**src/rtl/apb4_mst_pkg.sv**
```systemverilog
// Shared types and constants for the APB4 command master.
package apb4_mst_pkg;

  typedef enum logic [1:0] {
    IDLE   = 2'd0,
    SETUP  = 2'd1,
    ACCESS = 2'd2,
    RESP   = 2'd3
  } apb4_mst_state_e;

  localparam logic [2:0] APB4_MST_PROT_DEFAULT = 3'b000;

  // True while a transfer occupies the master and new commands must stall.
  function automatic logic apb4_mst_busy(input apb4_mst_state_e st);
    return st != IDLE;
  endfunction

endpackage

```
**src/rtl/apb4_mst_wdog.sv**
```systemverilog
// ACCESS-phase watchdog: counts stalled ACCESS cycles and flags the cycle
// in which the count reaches LIMIT. Only built with APB4_MST_TIMEOUT_EN.
module apb4_mst_wdog #(
  parameter int unsigned LIMIT = 256
) (
  input  logic clk_i,
  input  logic rst_i,
  input  logic clear_i,
  input  logic en_i,
  output logic expired_o
);

  localparam int CW = $clog2(LIMIT + 1);

  logic [CW-1:0] cnt_q, cnt_d;

  // Expired is asserted during the stalled cycle whose increment hits LIMIT.
  assign expired_o = en_i && (cnt_q == CW'(LIMIT - 1));

  always_comb begin
    cnt_d = cnt_q;
    if (clear_i) begin
      cnt_d = '0;
    end else if (en_i) begin
      cnt_d = cnt_q + CW'(1);
    end
  end

  always_ff @(posedge clk_i) begin
    if (rst_i) begin
      cnt_q <= '0;
    end else begin
      cnt_q <= cnt_d;
    end
  end

endmodule

```
**src/rtl/apb4_cmd_master.sv**
```systemverilog
// APB4 initiator turning single command beats into SETUP/ACCESS transfers.
// Optional ACCESS timeout is enabled by defining APB4_MST_TIMEOUT_EN.
module apb4_cmd_master
  import apb4_mst_pkg::*;
#(
  parameter int ADDR_WIDTH     = 32,
  parameter int DATA_WIDTH     = 32,
  parameter int TIMEOUT_CYCLES = 256
) (
  input  logic                    clk_i,
  input  logic                    rst_i,
  input  logic                    cmd_valid_i,
  output logic                    cmd_ready_o,
  input  logic                    cmd_write_i,
  input  logic [ADDR_WIDTH-1:0]   cmd_addr_i,
  input  logic [DATA_WIDTH-1:0]   cmd_wdata_i,
  input  logic [DATA_WIDTH/8-1:0] cmd_strb_i,
  input  logic [2:0]              cmd_prot_i,
  output logic                    rsp_valid_o,
  input  logic                    rsp_ready_i,
  output logic [DATA_WIDTH-1:0]   rsp_rdata_o,
  output logic                    rsp_err_o,
  output logic                    rsp_timeout_o,
  output logic [ADDR_WIDTH-1:0]   paddr_o,
  output logic [2:0]              pprot_o,
  output logic                    psel_o,
  output logic                    penable_o,
  output logic                    pwrite_o,
  output logic [DATA_WIDTH-1:0]   pwdata_o,
  output logic [DATA_WIDTH/8-1:0] pstrb_o,
  input  logic                    pready_i,
  input  logic [DATA_WIDTH-1:0]   prdata_i,
  input  logic                    pslverr_i
);

  localparam int SW = DATA_WIDTH / 8;

  // Both channels transfer on a cycle where valid and ready are high at the
  // clock edge; valid is never withdrawn and payload is held until then.

  apb4_mst_state_e state_q, state_d;

  logic                  cmd_ready_q, cmd_ready_d;
  logic                  psel_q, psel_d;
  logic                  penable_q, penable_d;
  logic [ADDR_WIDTH-1:0] paddr_q, paddr_d;
  logic                  pwrite_q, pwrite_d;
  logic [DATA_WIDTH-1:0] pwdata_q, pwdata_d;
  logic [SW-1:0]         pstrb_q, pstrb_d;
  logic [2:0]            pprot_q, pprot_d;
  logic                  rsp_valid_q, rsp_valid_d;
  logic [DATA_WIDTH-1:0] rsp_rdata_q, rsp_rdata_d;
  logic                  rsp_err_q, rsp_err_d;
  logic                  rsp_timeout_q, rsp_timeout_d;

  logic cmd_accept;
  logic timeout_hit;

  assign cmd_accept = cmd_valid_i && !apb4_mst_busy(state_q);

`ifdef APB4_MST_TIMEOUT_EN
  apb4_mst_wdog #(
    .LIMIT (TIMEOUT_CYCLES)
  ) u_wdog (
    .clk_i     (clk_i),
    .rst_i     (rst_i),
    .clear_i   (state_q == SETUP),
    .en_i      ((state_q == ACCESS) && !pready_i),
    .expired_o (timeout_hit)
  );

  logic unused_cfg;
  assign unused_cfg = ^cmd_addr_i[1:0];
`else
  assign timeout_hit = 1'b0;

  // Address LSBs are dropped by word alignment; the limit has no watchdog here.
  logic unused_cfg;
  assign unused_cfg = ^{cmd_addr_i[1:0], TIMEOUT_CYCLES};
`endif

  always_ff @(posedge clk_i) begin
    if (rst_i) begin
      state_q <= IDLE;
    end else begin
      state_q <= state_d;
    end
  end

  always_comb begin
    state_d = state_q;
    unique case (state_q)
      IDLE:    if (cmd_valid_i) state_d = SETUP;
      SETUP:   state_d = ACCESS;
      ACCESS:  if (pready_i || timeout_hit) state_d = RESP;
      RESP:    if (rsp_ready_i) state_d = IDLE;
      default: state_d = IDLE;
    endcase
  end

  // Output values are derived from the next state so every port is a flop.
  always_comb begin
    cmd_ready_d   = (state_d == IDLE);
    psel_d        = (state_d == SETUP) || (state_d == ACCESS);
    penable_d     = (state_d == ACCESS);
    rsp_valid_d   = (state_d == RESP);
    paddr_d       = paddr_q;
    pwrite_d      = pwrite_q;
    pwdata_d      = pwdata_q;
    pstrb_d       = pstrb_q;
    pprot_d       = pprot_q;
    rsp_rdata_d   = rsp_rdata_q;
    rsp_err_d     = rsp_err_q;
    rsp_timeout_d = rsp_timeout_q;

    if (cmd_accept) begin
      paddr_d  = {cmd_addr_i[ADDR_WIDTH-1:2], 2'b00};
      pwrite_d = cmd_write_i;
      pwdata_d = cmd_wdata_i;
      pstrb_d  = cmd_write_i ? cmd_strb_i : '0;
      pprot_d  = cmd_prot_i;
    end

    // A responder completion in the limit cycle takes priority over timeout.
    if (state_q == ACCESS) begin
      if (pready_i) begin
        rsp_rdata_d   = pwrite_q ? '0 : prdata_i;
        rsp_err_d     = pslverr_i;
        rsp_timeout_d = 1'b0;
      end else if (timeout_hit) begin
        rsp_rdata_d   = '0;
        rsp_err_d     = 1'b1;
        rsp_timeout_d = 1'b1;
      end
    end
  end

  always_ff @(posedge clk_i) begin
    if (rst_i) begin
      cmd_ready_q   <= 1'b1;
      psel_q        <= 1'b0;
      penable_q     <= 1'b0;
      paddr_q       <= '0;
      pwrite_q      <= 1'b0;
      pwdata_q      <= '0;
      pstrb_q       <= '0;
      pprot_q       <= APB4_MST_PROT_DEFAULT;
      rsp_valid_q   <= 1'b0;
      rsp_rdata_q   <= '0;
      rsp_err_q     <= 1'b0;
      rsp_timeout_q <= 1'b0;
    end else begin
      cmd_ready_q   <= cmd_ready_d;
      psel_q        <= psel_d;
      penable_q     <= penable_d;
      paddr_q       <= paddr_d;
      pwrite_q      <= pwrite_d;
      pwdata_q      <= pwdata_d;
      pstrb_q       <= pstrb_d;
      pprot_q       <= pprot_d;
      rsp_valid_q   <= rsp_valid_d;
      rsp_rdata_q   <= rsp_rdata_d;
      rsp_err_q     <= rsp_err_d;
      rsp_timeout_q <= rsp_timeout_d;
    end
  end

  assign cmd_ready_o   = cmd_ready_q;
  assign psel_o        = psel_q;
  assign penable_o     = penable_q;
  assign paddr_o       = paddr_q;
  assign pwrite_o      = pwrite_q;
  assign pwdata_o      = pwdata_q;
  assign pstrb_o       = pstrb_q;
  assign pprot_o       = pprot_q;
  assign rsp_valid_o   = rsp_valid_q;
  assign rsp_rdata_o   = rsp_rdata_q;
  assign rsp_err_o     = rsp_err_q;
  assign rsp_timeout_o = rsp_timeout_q;

endmodule
```
**config.mk**
```make
export PLATFORM = sky130hd
export DESIGN_NAME = apb4_cmd_master
export DESIGN_NICKNAME = d
export VERILOG_FILES = /design/src/rtl/apb4_mst_pkg.sv /design/src/rtl/apb4_mst_wdog.sv /design/src/rtl/apb4_cmd_master.sv
export SDC_FILE = /design/constraint.sdc
export NUM_CORES = 1
export LEC_CHECK = 0
export CORE_MARGIN = 8
export CORE_UTILIZATION = 42
export DETAILED_ROUTE_END_ITERATION = 10
export PLACE_DENSITY_LB_ADDON = 0.3
export SLEW_MARGIN = 20
export SYNTH_ARGS = -nofsm -noshare
export SYNTH_HDL_FRONTEND = slang
export SYNTH_SLANG_ARGS = --single-unit
```
**constraint.sdc**
```tcl
create_clock -name clk_i -period 4.34 [get_ports clk_i]
set_input_delay 0.868 -clock clk_i [delete_from_list [all_inputs] [get_ports clk_i]]
set_output_delay 0.868 -clock clk_i [all_outputs]
set_load 0.01 [all_outputs]
```
==> flow_metrics.py, run 1 <==
metrics = {
    "outcome": {
        "status": "complete, no violations",
    },
    "route": {
        "antenna_left": 0,
        "via_count": 3880,
        "drt_iter0_markers": 217,
        "routed_wl_um": 12710,
        "wl_per_cell_um": 15.77,
        "viasPerCell": 4.814,
        "drc": 0,
        "highest-signal-layer": "met4",
        "route.met2.wl_um": 6231,
        "drt_pre_antenna_iters": 4,
        "met1_length_um": 4715,
        "wl_met3_um": 1260,
    },
    "placed_design": {
        "place_hpwl_um": 9149,
        "placed_area_mm2": 0.006115,
        "dp.cells": 790,
        "io_buffers": 214,
        "gp_congestion": 0.7164,
    },
    "timing": {
        "period_share_pct": 55.72,
        "clock_skew_ps": 9.553,
        "fin_tns_setup_ps": 0,
        "max_freq_ghz": 0.4136,
        "setup_viol": 0,
        "maxSlewViolCount": 0,
        "rsz0062_at_grt": "no",
        "slew_headroom_pct": 46.31,
        "worstMarginPinSlew_ps": 805.4,
        "period_needed_ps": 2418,
        "hold_viol": 0,
    },
    "clocking": {
        "worstSkewPairLatency_ps": 350,
        "clock-sinks": 109,
        "clk_pin_slew_worst_paths_ps": 100,
        "cts_tree": "built",
        "post-cts-setup-buffer-count": 0,
        "cts_max_path_buffers": 2,
        "cts_root_buf": "clkbuf_8",
        "holdBufCountCts": 0,
        "cts_buffers": 9,
        "htreeDepth": 3,
        "post_cts_resized": 0,
    },
    "worst_setup_path": {
        "max_stage_delay_ps": 600,
        "setup.worst_path.end_class": "output pin",
        "r2r_slack_ps": 2500,
        "cp_max_fo": 34,
        "worstPathRequired_ps": 3470,
        "cp_slowest_cell": "clkdlybuf4s50_1",
        "cp_cell_sequence": "buf_4 > clkdlybuf4s50_1",
        "worst_setup_path_start_kind": "flop",
        "critPathKind": "reg -> out",
        "timing.rr.start": "state_q[1]",
        "startpoint": "pwrite_o",
        "cp.arrival_ps": 1550,
    },
    "floorplanning": {
        "die_h_um": 114.0,
        "core_mm2": 0.009284,
        "io_pins": 220,
        "rows": 35,
        "initial_core_util_pct": 43.41,
        "die_w_um": 114.0,
        "fp.dieArea_mm2": 0.01299,
    },
    "grt": {
        "grt.overflow.total": 0,
        "grt_max_degree": 111,
        "grt_antenna_before_repair": 0,
        "grt_pass1_wl_um": 19730,
        "grt_pass1_vias": 3962,
        "grt_use_total_pct": 18.88,
    },
    "min_path": {
        "worstHoldStart": "rsp_rdata_o[5]",
        "hold_class": "reg -> reg",
    },
    "flow_run": {
        "drv_cap": 0,
    },
    "synth": {
        "synth.avg_cell_area_um2": 8.361,
        "yosysWarnings": 0,
        "netlist_area_mm2": 0.004030,
        "synthDistinctLibCells": 22,
        "synth_top_area_cell": "dfxtp_1",
        "synth_cells": 482,
        "synth_seq_cells": 109,
        "ys_top_cells_by_area": "dfxtp_1 54%, nand2_1 16%, a21oi_1 13%",
        "synth_top_area_share_pct": 54.14,
        "seq_area_frac_synth_pct": 54.14,
    },
    "finish": {
        "layout-drive-gt1-share_pct": 3.693,
        "area_delta_synth_final_pct": 57.47,
        "final_area_mm2": 0.006346,
        "nNetsFinal": 785,
        "instances_no_fill": 806,
        "final_common_cell": "clkdlybuf4s50_1",
        "final_cell_mix": "213 x clkdlybuf4s50_1, 170 x nand2_1, 109 x dfxtp_1",
        "antenna_cells": 0,
    },
    "power": {
        "vdd_drop_max_uv": 197.8,
        "power_density_mw_per_mm2": 351.7,
        "leakage_nw": 2.263,
    },
}
through the flow:
| step | total power [mW] | setup WS (ps) | hold WS (ps) | util, % |
|---|---|---|---|---|
| after global placement | 1.557 | 1562 | 437.7 | 65.74 |
| final | 2.232 | 1922 | 454.5 | 68.36 |
| after CTS | 2.255 | 1898 | 455.9 | 68.30 |
| after detailed placement | 1.572 | 1534 | 443.2 | 65.86 |
| after global routing | 2.329 | 1833 | 474.4 | 68.36 |
| after floorplan | 1.332 | 2353 | 476.1 | - |
power breakdown:
group / leakage, nW / switching, mW / internal [mW]
clock network: 0.110 / 0.328 / 0.358
registers: 0.891 / 0.0330 / 1.07
logic: 1.26 / 0.202 / 0.246
total: 2.26 / 0.563 / 1.67
worst max-delay path, delay by kind of cell (launching register included):
family / cells / cell delay [ps]
flops: 1 / 320
buf+inv: 2 / 870
cell families after synthesis:
logic type | count (synthesis) | synth area share (%)
muxes | 1 | 0.2484
and+or+nand+nor | 217 | 24.09
adders and majority gates | 3 | 0.9315
DFF | 109 | 54.14
other | 1 | 0.09305
buffers and inverters | 44 | 6.892
AOI/OAI and AO/OA | 107 | 13.60
layout make-up:
type                       count  area, um2
fill                         750       2938
timing repair buffer         219       2185
sequential                   109       2182
multi-input combinational    331       1584
tap                          129      161.4
clock buffer                  13      158.9
clock inverter                 3      67.56
inverter                       2      7.507
state kept, by name (all words and copies together), names as in the netlist:
name	flops
pwdata_o	32
rsp_rdata_o	32
paddr_o	30
pstrb_o	4
pprot_o	3
state_q	2
cmd_ready_o	1
penable_o	1
psel_o	1
pwrite_o	1
rsp_err_o	1
rsp_valid_o	1
Yosys cell counts, drive strengths merged:
cell type,count
or3b,1
nor2,1
nor3b,1
buf,25
a21o,1
ha,3
nand3b,33
dfxtp,109
nor2b,4
nand2,170
clkbuf,17
and3b,1
o21ai,1
o2bb2ai,1
inv,2
a21oi,104
nand3,5
conb,1
or2,1
mux2i,1
layer usage:
metal	global-route usage, %	vias to the layer above
met5	0	-
met4	10.65	0
met3	7.977	32
met2	32.93	139
met1	18.51	1773
li1	-	1936
path summary, 6_finish.rpt:
path,to,cells after the start
max,pwrite_o,2
min,rsp_rdata_o[5],2
min reg2reg,rsp_rdata_o[5],2
max reg2reg,cmd_ready_o,5
(Power assumes the default switching activity.)
==> run 2: changes to the inputs <==
--- a/config.mk
+++ b/config.mk
@@ -6,7 +6,7 @@
 export NUM_CORES = 1
 export LEC_CHECK = 0
 export CORE_MARGIN = 8
-export CORE_UTILIZATION = 42
+export CORE_UTILIZATION = 39
 export DETAILED_ROUTE_END_ITERATION = 10
 export PLACE_DENSITY_LB_ADDON = 0.3
 export SLEW_MARGIN = 20
==> constraint.sdc (replaced) <==
create_clock -name clk_i -period 2.29 [get_ports clk_i]
set_input_delay 0.458 -clock clk_i [delete_from_list [all_inputs] [get_ports clk_i]]
set_output_delay 0.458 -clock clk_i [all_outputs]
set_load 0.01 [all_outputs]
==> run 2 against run 1 <==
Net effect: wire length hardly changed; final area is 0.20% higher; die area is 6.6% higher; via count is 1.0% higher; non-clock buffer count is 3 higher; critical path depth is 1 lower; sequential power is 89% higher; final cell count is 1.2% higher; critical path type unchanged; largest cell class unchanged; largest power group unchanged; highest routed layer unchanged.
==> flow_metrics.py, run 2 (synthesis results as in run 1) <==
metrics = {
    "outcome": {
        "status": "complete, no violations",
    },
    "clocking": {
        "clk_pin_slew_worst_paths_ps": 100,
        "post-cts-setup-buffer-count": 0,
        "cts_root_buf": "clkbuf_8",
        "post_cts_resized": 0,
        "cts_buffers": 9,
        "cts_tree": "built",
        "cts_max_path_buffers": 2,
        "htreeDepth": 3,
        "holdBufCountCts": 0,
        "worstSkewPairLatency_ps": 360,
        "clock-sinks": 109,
    },
    "finish": {
        "final_cell_mix": "213 x clkdlybuf4s50_1, 170 x nand2_1, 109 x dfxtp_1",
        "fillers": 885,
        "instances_no_fill": 816,
        "register_area_mm2": 0.002182,
        "final_common_cell": "clkdlybuf4s50_1",
        "nNetsFinal": 788,
        "area_delta_synth_final_pct": 57.78,
        "layout-drive-gt1-share_pct": 3.824,
        "antenna_cells": 0,
        "multi_input_area_mm2": 0.001583,
    },
    "grt": {
        "grt_max_degree": 72,
        "grt_antenna_before_repair": 0,
        "grt.overflow.total": 0,
        "grt_pass1_wl_um": 19980,
        "grt_pass1_vias": 3858,
        "grt_use_total_pct": 17.52,
    },
    "timing": {
        "hold_viol": 0,
        "clock_skew_ps": 10.25,
        "hold_ws_ps": 455.8,
        "period_share_pct": 77.07,
        "max_freq_ghz": 0.5666,
        "maxSlewViolCount": 0,
        "fin_tns_setup_ps": 0,
        "period_needed_ps": 1765,
        "setup_viol": 0,
        "rsz0062_at_grt": "no",
    },
    "min_path": {
        "min_path_cells": 2,
        "hold_class": "reg -> reg",
    },
    "worst_setup_path": {
        "cp.depth": 1,
        "worstPathRequired_ps": 1830,
        "worstRegToRegCells": 5,
        "cp_cell_sequence": "clkdlybuf4s50_1",
        "critPathKind": "reg -> out",
        "max_stage_delay_ps": 600,
        "crit_family": "buffers and inverters",
        "crit_buf_inv": 1,
        "cp_max_fo": 2,
        "worst_setup_path_start_kind": "flop",
        "cp.arrival_ps": 1310,
        "cp_slowest_cell": "clkdlybuf4s50_1",
        "setup.worst_path.end_class": "output pin",
    },
    "route": {
        "drc": 0,
        "met1_length_um": 4952,
        "drt_iter0_markers": 201,
        "drt_pre_antenna_iters": 4,
        "antenna_left": 0,
        "wl_per_cell_um": 15.56,
        "wl_met3_um": 1273,
        "highest-signal-layer": "met4",
        "via_count": 3920,
        "routed_wl_um": 12700,
        "route.met2.wl_um": 6166,
        "viasPerCell": 4.804,
    },
    "flow_run": {
        "drv_cap": 0,
    },
    "floorplanning": {
        "initial_core_util_pct": 39.57,
        "io_pins": 220,
        "fp.dieArea_mm2": 0.01384,
        "core_mm2": 0.01018,
        "die_w_um": 117.7,
        "die_h_um": 117.7,
        "rows": 37,
    },
    "placed_design": {
        "dp.cells": 800,
        "io_buffers": 214,
        "place_hpwl_um": 9202,
        "gp_congestion": 0.7504,
    },
    "power": {
        "vdd_drop_max_uv": 359.4,
        "power_density_mw_per_mm2": 634.8,
        "leakage_nw": 2.267,
    },
}
[run 2: power by group]
| part | internal (mW) | switching [mW] | leakage (nW) |
|---|---|---|---|
| clock network | 0.463 | 0.627 | 0.0873 |
| logic | 0.481 | 0.385 | 1.29 |
| registers | 2.02 | 0.0631 | 0.891 |
| total | 2.96 | 1.08 | 2.27 |
[run 2: worst register-to-register path, cell delays in order (launching register included)]
cell     delay, ps
dfxtp_1        390
nor3b_2        340
buf_12         300
buf_4          250
nand2_1         70
a21oi_1        130
[run 2: metal layers]
metal  vias to the layer above  GRT usage (%)
met5                         -              0
met4                         0          8.167
met3                        23          8.058
met2                       145          29.30
met1                      1809          18.46
li1                       1943              -
[run 2: worst paths after layout]
check	start	end	slack, ps
worst min register to register	rsp_rdata_o[4]	rsp_rdata_o[4]	460
worst max-delay path	pstrb_o[1]	pstrb_o[1]	520
worst min-delay path	rsp_rdata_o[4]	rsp_rdata_o[4]	460
worst max register to register	state_q[1]	pwdata_o[8]	740
[run 2: per-stage QoR]
stage | setup WS, ps | total power [mW] | area (um2) | utilization, %
6_report | 525.0 | 4.037 | 6359 | 62.43
3_5_place_dp | 221.0 | 3.001 | 6180 | 60.68
5_1_grt | 442.4 | 4.264 | 6359 | 62.43
3_3_place_gp | 307.2 | 2.975 | 6180 | 60.68
2_1_floorplan | 713.3 | 2.524 | 4038 | -
4_1_cts | 497.4 | 4.095 | 6359 | 62.43
[run 2: final cells by class]
cell class / count / share of cell area [%]
clock buffer: 14 / 2.558
clock inverter: 2 / 0.2558
inverter: 2 / 0.1181
multi-input combinational: 331 / 24.89
sequential: 109 / 34.32
tap: 136 / 2.676
timing repair buffer: 222 / 35.18
==> run 3: changes to the inputs <==
--- a/config.mk
+++ b/config.mk
@@ -6,7 +6,7 @@
 export NUM_CORES = 1
 export LEC_CHECK = 0
 export CORE_MARGIN = 8
-export CORE_UTILIZATION = 39
+export CORE_UTILIZATION = 35
 export DETAILED_ROUTE_END_ITERATION = 10
 export PLACE_DENSITY_LB_ADDON = 0.3
 export SLEW_MARGIN = 20
==> constraint.sdc (replaced) <==
create_clock -name clk_i -period 1.52 [get_ports clk_i]
set_input_delay 0.304 -clock clk_i [delete_from_list [all_inputs] [get_ports clk_i]]
set_output_delay 0.304 -clock clk_i [all_outputs]
set_load 0.01 [all_outputs]
==> run 3 against run 2 <==
Net effect: final area is 2.4% higher; worst hold slack worse by 130 ps; count of clock-buffer cells in the layout is 5 lower; critical path type unchanged; worst setup slack worse by 500 ps.
==> flow_metrics.py, run 3 (synthesis results as in run 1) <==
metrics = {
    "outcome": {
        "status": "complete, no violations",
    },
    "finish": {
        "nNetsFinal": 797,
        "instances_no_fill": 832,
        "area_delta_synth_final_pct": 61.56,
        "layout-drive-gt1-share_pct": 5.515,
        "final_common_cell": "nand2_1",
        "final_cell_mix": "170 x nand2_1, 109 x dfxtp_1, 107 x clkdlybuf4s50_1",
        "antenna_cells": 0,
    },
    "worst_setup_path": {
        "cp_cell_sequence": "clkdlybuf4s50_1",
        "crit_buf_inv": 1,
        "max_stage_delay_ps": 540,
        "critPathKind": "reg -> out",
        "crit_family": "buffers and inverters",
        "cp_slowest_cell": "clkdlybuf4s50_1",
        "worst_setup_path_start_kind": "flop",
        "worstPathRequired_ps": 1220,
        "cp_max_fo": 1,
        "cp.arrival_ps": 1190,
        "setup.worst_path.end_class": "output pin",
    },
    "route": {
        "routed_wl_um": 13040,
        "viasPerCell": 4.731,
        "drc": 0,
        "via_count": 3936,
        "wl_per_cell_um": 15.67,
        "drt_iter0_markers": 227,
        "drt_pre_antenna_iters": 4,
        "antenna_left": 0,
    },
    "floorplanning": {
        "initial_core_util_pct": 35.60,
        "rows": 39,
        "die_h_um": 123.3,
        "io_pins": 220,
        "fp.dieArea_mm2": 0.01520,
        "die_w_um": 123.3,
        "core_mm2": 0.01132,
    },
    "timing": {
        "fin_tns_setup_ps": 0,
        "hold_viol": 0,
        "period_share_pct": 98.53,
        "maxSlewViolCount": 0,
        "setup_viol": 0,
        "period_needed_ps": 1498,
        "max_freq_ghz": 0.6677,
        "clock_skew_ps": 5.344,
        "hold_ws_ps": 327.4,
    },
    "power": {
        "power_density_mw_per_mm2": 1064,
        "leakage_nw": 2.870,
        "power_mw": 6.929,
        "vdd_drop_max_uv": 696.9,
    },
    "grt": {
        "grt.overflow.total": 0,
        "grt_pass1_vias": 3899,
        "grt_pass1_wl_um": 19500,
        "grt_max_degree": 48,
        "grt_antenna_before_repair": 0,
        "grt_use_total_pct": 16.22,
    },
    "clocking": {
        "worstSkewPairLatency_ps": 350,
        "clock-sinks": 109,
        "cts_root_buf": "clkbuf_16",
        "htreeDepth": 3,
        "cts_max_path_buffers": 2,
        "clk_pin_slew_worst_paths_ps": 70,
        "cts_tree": "built",
        "cts_buffers": 9,
    },
    "min_path": {
        "hold_class": "in -> reg",
    },
    "flow_run": {
        "drv_cap": 0,
    },
    "placed_design": {
        "io_buffers": 214,
        "dp.cells": 815,
        "gp_congestion": 0.7439,
        "place_hpwl_um": 9493,
    },
}
==> run 3: cell count changes in the layout (fill, tap and decap cells not counted), moves of 2 or more <==
| cell | delta |
|---|---|
| clkdlybuf4s50_1 | -106 |
| dlygate4sd2_1 | +104 |
| bufinv_16 | +2 |
| dlymetal6s2s_1 | +2 |
| clkbuf_8 | -11 |
| buf_4 | +5 |
| clkbuf_1 | -3 |
| buf_12 | +3 |
| clkbuf_16 | +10 |
==> run 3: metrics by stage <==
stage | util (%) | setup WS [ps] | area [um2]
after floorplan | - | 18.97 | 4044
after global placement | 55.53 | -272.4 | 6286
after detailed placement | 55.53 | -304.3 | 6286
after CTS | 57.23 | 3.847 | 6479
after global routing | 57.52 | -2.933 | 6511
final | 57.52 | 22.36 | 6511
==> run 3: worst paths after layout <==
check	start	endpoint	slack [ps]	depth (start not counted)
worst max-delay path	penable_o	penable_o	20	1
worst min-delay path	rst_i	psel_o	330	2
worst max register to register	state_q[0]	cmd_ready_o	100	4
worst min register to register	rsp_rdata_o[24]	rsp_rdata_o[24]	450	2
==> run 3: layout make-up <==
class	instances	area [um2]
Fill cell	1040	4810
Timing Repair Buffer	231	2235
Sequential cell	109	2182
Multi-Input combinational cell	331	1585
Clock buffer	9	225.2
Tap cell	143	178.9
Clock inverter	7	97.59
Inverter	2	7.507
==> run 3: metal layers <==
metal / vias up / share of wire [%] / track usage (%)
met5: - / 0 / 0
met2: 146 / 49 / 27.31
met1: 1809 / 38 / 17.12
met3: 16 / 11 / 7.671
li1: 1965 / - / -
met4: 0 / 2.0 / 6.847
==> run 3: timing repair <==
item,4_1_cts,5_1_grt
hold buffers,0,0
setup endpoints to repair,104,19
resized for setup,104,4
gates cloned,0,1
buffers inserted,0,0
endpoints found under the hold margin,0,0
==> run 3: power breakdown <==
part | internal, mW | total [mW] | switching (mW)
combinational | 0.663 | 1.27 | 0.603
clock | 1.45 | 2.54 | 1.08
sequential | 3.04 | 3.13 | 0.0853
total | 5.16 | 6.93 | 1.77
